==> src/rtl/miriscv_int_pkg.sv <==
// rtl/miriscv_int_pkg.sv - shared types and constants for the miriscv interrupt controller
package miriscv_int_pkg;

    typedef enum logic [1:0] {
        IDLE    = 2'd0,
        REQ     = 2'd1,
        SERVICE = 2'd2,
        FIN     = 2'd3
    } int_state_e;

    localparam int MCAUSE_INT_BIT = 31;
    localparam int N_IRQ_DEFAULT  = 32;

endpackage

==> src/rtl/miriscv_rr_arbiter.sv <==
// rtl/miriscv_rr_arbiter.sv - combinational rotating-priority pick of one request
//   req_i   : candidate vector
//   ptr_i   : highest-priority index this round
//   valid_o : some bit of req_i is set
//   idx_o   : first set index at or above ptr_i, wrapping N-1 -> 0
module miriscv_rr_arbiter #(
    parameter int N    = 32,
    parameter int ID_W = $clog2(N)
) (
    input  logic [N-1:0]    req_i,
    input  logic [ID_W-1:0] ptr_i,
    output logic            valid_o,
    output logic [ID_W-1:0] idx_o
);

    always_comb begin
        int j;
        j       = 0;
        valid_o = 1'b0;
        idx_o   = '0;
        // Scan N positions starting at ptr_i; the first hit wins.
        for (int i = 0; i < N; i++) begin
            j = int'(ptr_i) + i;
            if (j >= N) begin
                j = j - N;
            end
            if (!valid_o && req_i[j]) begin
                valid_o = 1'b1;
                idx_o   = ID_W'(j);
            end
        end
    end

endmodule

==> src/rtl/miriscv_int_ctrl.sv <==
// rtl/miriscv_int_ctrl.sv - interrupt controller: mask, round-robin pick, ack/mret handshake
//   clk_i, rst_i  : clock, asynchronous active-high reset
//   int_req_i     : level device requests
//   mie_i         : enable mask
//   int_o         : interrupt request to the core
//   int_ack_i     : core entered the trap
//   mcause_o      : cause value (bit 31 set, low bits = index)
//   int_rst_i     : core executed mret
//   int_fin_o     : one-hot, one-cycle completion pulse
module miriscv_int_ctrl
    import miriscv_int_pkg::*;
#(
    parameter int N_IRQ = N_IRQ_DEFAULT,
    parameter int ID_W  = $clog2(N_IRQ)
) (
    input  logic             clk_i,
    input  logic             rst_i,
    input  logic [N_IRQ-1:0] int_req_i,
    input  logic [N_IRQ-1:0] mie_i,
    output logic             int_o,
    input  logic             int_ack_i,
    output logic [31:0]      mcause_o,
    input  logic             int_rst_i,
    output logic [N_IRQ-1:0] int_fin_o
);

    int_state_e       state_q,  state_d;
    logic [ID_W-1:0]  id_q,     id_d;
    logic [ID_W-1:0]  rr_ptr_q, rr_ptr_d;
    logic             int_q,    int_d;
    logic [31:0]      mcause_q, mcause_d;
    logic [N_IRQ-1:0] fin_q,    fin_d;

    logic [N_IRQ-1:0] eligible;
    logic             arb_valid;
    logic [ID_W-1:0]  arb_idx;

    assign eligible = int_req_i & mie_i;

    miriscv_rr_arbiter #(
        .N    (N_IRQ),
        .ID_W (ID_W)
    ) u_arb (
        .req_i   (eligible),
        .ptr_i   (rr_ptr_q),
        .valid_o (arb_valid),
        .idx_o   (arb_idx)
    );

    always_comb begin
        state_d  = state_q;
        id_d     = id_q;
        rr_ptr_d = rr_ptr_q;
        int_d    = int_q;
        mcause_d = mcause_q;
        fin_d    = '0;

        case (state_q)
            IDLE: begin
                int_d = 1'b0;
                if (arb_valid) begin
                    state_d                 = REQ;
                    id_d                    = arb_idx;
                    int_d                   = 1'b1;
                    mcause_d                = '0;
                    mcause_d[MCAUSE_INT_BIT] = 1'b1;
                    mcause_d[ID_W-1:0]      = arb_idx;
                end
            end
            REQ: begin
                int_d = 1'b1;
                // Ack takes precedence over a simultaneous withdraw.
                if (int_ack_i) begin
                    state_d = SERVICE;
                    int_d   = 1'b0;
                end else if (!eligible[id_q]) begin
                    state_d = IDLE;
                    int_d   = 1'b0;
                end
            end
            SERVICE: begin
                int_d = 1'b0;
                if (int_rst_i) begin
                    state_d     = FIN;
                    fin_d[id_q] = 1'b1;
                end
            end
            FIN: begin
                state_d  = IDLE;
                rr_ptr_d = (id_q == ID_W'(N_IRQ - 1)) ? '0 : id_q + 1'b1;
            end
            default: begin
                state_d = IDLE;
            end
        endcase
    end

    always_ff @(posedge clk_i or posedge rst_i) begin
        if (rst_i) begin
            state_q  <= IDLE;
            id_q     <= '0;
            rr_ptr_q <= '0;
            int_q    <= 1'b0;
            mcause_q <= '0;
            fin_q    <= '0;
        end else begin
            state_q  <= state_d;
            id_q     <= id_d;
            rr_ptr_q <= rr_ptr_d;
            int_q    <= int_d;
            mcause_q <= mcause_d;
            fin_q    <= fin_d;
        end
    end

    assign int_o     = int_q;
    assign mcause_o  = mcause_q;
    assign int_fin_o = fin_q;

endmodule

==> config.mk <==
export PLATFORM = sky130hd
export DESIGN_NAME = miriscv_int_ctrl
export DESIGN_NICKNAME = d
export VERILOG_FILES = /design/src/rtl/miriscv_int_pkg.sv /design/src/rtl/miriscv_rr_arbiter.sv /design/src/rtl/miriscv_int_ctrl.sv
export SDC_FILE = /design/constraint.sdc
export NUM_CORES = 1
export LEC_CHECK = 0
export ABC_AREA = 1
export CAP_MARGIN = 20
export CORE_MARGIN = 2
export CORE_UTILIZATION = 40
export DETAILED_ROUTE_END_ITERATION = 8
export PLACE_DENSITY = 0.68
export SYNTH_ARGS = -nofsm -noshare
export SYNTH_HDL_FRONTEND = slang
export SYNTH_HIERARCHICAL = 1
export SYNTH_SLANG_ARGS = --single-unit
==> constraint.sdc <==
create_clock -name clk_i -period 9.24 [get_ports clk_i]
set_clock_uncertainty 0.1 [all_clocks]
set_input_delay 0.924 -clock clk_i [delete_from_list [all_inputs] [get_ports clk_i]]
set_output_delay 0.924 -clock clk_i [all_outputs]
set_load 0.01 [all_outputs]
==> impl_metrics.tcl <==
set metrics [dict create \
    outcome "completed" \
    dp_hpwl_mm 19.82 \
    fin_crit_sh_pct 69.84 \
    fp.dieH_um 133.6 \
    dieArea_um2 17860 \
    cp_max_fo 41 \
    slew_headroom_pct 33.01 \
    synth_top_area_share_pct 21.29 \
    yosysTopAreaCell "nand3_1" \
    numPortBuffers 106 \
    arrival_ns 6.56 \
    synth_ff_type "dfrtp_1" \
    cts.reportedPaths.clkPinSlew_ns 0.06 \
    most-common-layout-cells "nand3_1, nand2_1, nor2_1" \
    path_class "flop to flop" \
    hold_violations 0 \
    yosysSeqAreaShare_pct 17.12 \
    nets 1316 \
    grt.total_usage_pct 27.55 \
    crit_required_ns 9.35 \
    grt_pass1_wl_mm 38.81 \
    cts_sinks 46 \
    timing.fmax_mhz 155.0 \
    via_per_inst 5.586 \
    wl_per_cell_um 17.29 \
    grt_max_degree 47 \
    met2_usage_pct 46.02 \
    dr.first_iter.drc_count 1032 \
    antenna_found_initial 0 \
    die_w_um 133.6 \
    synthArstFlopShare_pct 100.0 \
    cts_resized 0 \
    antenna_cells 0 \
    cp_slowest_cell "ha_1" \
    cts-htree-levels 2 \
    seqCellArea_um2 1151 \
    syn_avg_cell_area_um2 5.871 \
    ys_ff_latch 46 \
    drc 0 \
    ys_types 46 \
    place_congestion 1.037 \
    met1_usage_pct 36.58 \
    root_buffer "clkbuf_16" \
    use_met3_pct 4.148 \
    busiest_layer "met2" \
    postCtsSetupRepairBufs 0 \
    cp_slowest_stage_delay_ns 0.78 \
    dpl.cell_count 1439 \
    endpoint_kind "flop" \
    multi_input_area_um2 4673 \
    setup_viol_count_final 0 \
    finalMaxSlewViolations 0 \
    coreArea_um2 16520 \
    core.rowCount 47 \
    synth_area_um2 6723 \
    num_io_pins 133 \
    cts_hold_buf 0 \
    n_fill_cell 1726 \
    final_common_cell "nand3_1" \
    dr_total_vias 8077 \
    clockBufferDepth 2 \
    synth_edf_count 0 \
    yosysWarnings 6 \
    worstSetupStartpointType "flop" \
    tns_ns 0 \
    cts_tree "built" \
    maxCapViolCount 0 \
    grt_pass1_vias 7372 \
    syn_inst 1145 \
    wirelength_mm 25.00 \
    worst_pin_slew_ns 0.9944 \
    overflow 0 \
    ant_nets 0 \
    start_util_pct 40.68 \
    rsz0062_at_grt "no" \
    drive_above_1_share_pct 6.117 \
    cts_buffers 5 \
    fin_crit_ns 6.453 \
    first_pass_iters 6 \
    area_growth_pct 17.29 \
    final_cells 1446 \
    synth_area_leaders "nand3_1, dfrtp_1, nand2_1" \
    hold_path_class "flop to flop" \
    clock_latency_ns 0.28 \
]
-- sequential cells by signal, summed over array words and instances (netlist names), named ones only --
signal and count:
id_q 4, int_fin_o 32, int_o 1, mcause_o 2
rr_ptr_q 5, state_q 1
-- metal layers --
metal  vias to the layer above  wire length [um]
met2                       472             11500
met1                      3658             10250
li1                       3878                 -
met4                         0               754
met3                        69              2490
met5                         -                 0
-- logic make-up (layout without fill, tap and decap cells) --
| kind of cell | count (synthesis) | after routing | share of synthesized area, % |
|---|---|---|---|
| compound gates | 63 | 63 | 5.491 |
| xor+xnor | 19 | 19 | 2.922 |
| fa+ha+maj | 22 | 22 | 4.094 |
| buf+inv | 202 | 258 | 14.76 |
| flops | 46 | 46 | 17.12 |
| mux | 4 | 4 | 0.5956 |
| other cells | 1 | 26 | 0.05578 |
| simple gates | 788 | 788 | 54.96 |
-- final cells by class --
class,instances,share of cell area [%]
Clock inverter,1,0.09521
Sequential cell,46,14.60
Timing Repair Buffer,115,14.31
Multi-Input combinational cell,922,59.27
Inverter,136,6.601
Clock buffer,6,1.634
Tap cell,220,3.491
-- cell usage after synthesis (all sizes together), types with 2 or more instances --
| cell type | n |
|---|---|
| nor2 | 152 |
| o21ai | 35 |
| nor3 | 14 |
| xnor2 | 4 |
| xor2 | 15 |
| o21a | 3 |
| nand3b | 2 |
| inv | 135 |
| dfrtp | 46 |
| a31oi | 6 |
| ha | 22 |
| mux2i | 4 |
| nand2 | 281 |
| buf | 58 |
| nand4 | 46 |
| clkbuf | 8 |
| nand3 | 291 |
| a21oi | 13 |
-- metrics by stage --
stage / setup slack [ns] / cell area, um^2 / util (%) / hold slack (ns)
after floorplan: 4.176 / 6817 / - / 0.3897
after global placement: 3.127 / 7749 / 46.89 / 0.3536
after detailed placement: 2.955 / 7749 / 46.89 / 0.3590
after CTS: 2.934 / 7885 / 47.72 / 0.3740
after global routing: 2.240 / 7885 / 47.72 / 0.4061
final: 2.787 / 7885 / 47.72 / 0.3726
-- worst max-delay path, delay by kind of cell (launching register included) --
family	cells	cell delay (ns)
buf+inv	3	1.33
fa+ha+maj	1	0.78
simple gates	23	3.69
compound gates	1	0.12
flops	1	0.32
-- final timing paths --
path                                   start            end  slack (ns)  depth (start not counted)
worst max-delay path             rr_ptr_q[0]        id_q[3]        2.79                         28
worst min-delay path            mcause_o[31]   mcause_o[31]        0.37                          2
worst max register to register   rr_ptr_q[0]        id_q[3]        2.79                         28
worst min register to register  mcause_o[31]   mcause_o[31]        0.37                          2
max in group asynchronous              rst_i  int_fin_o[20]        7.65                          3
min in group asynchronous              rst_i  int_fin_o[10]        0.99                          3
Power is not shown: default switching activity piles up to over one toggle a cycle in this logic, so the estimate is an artifact.
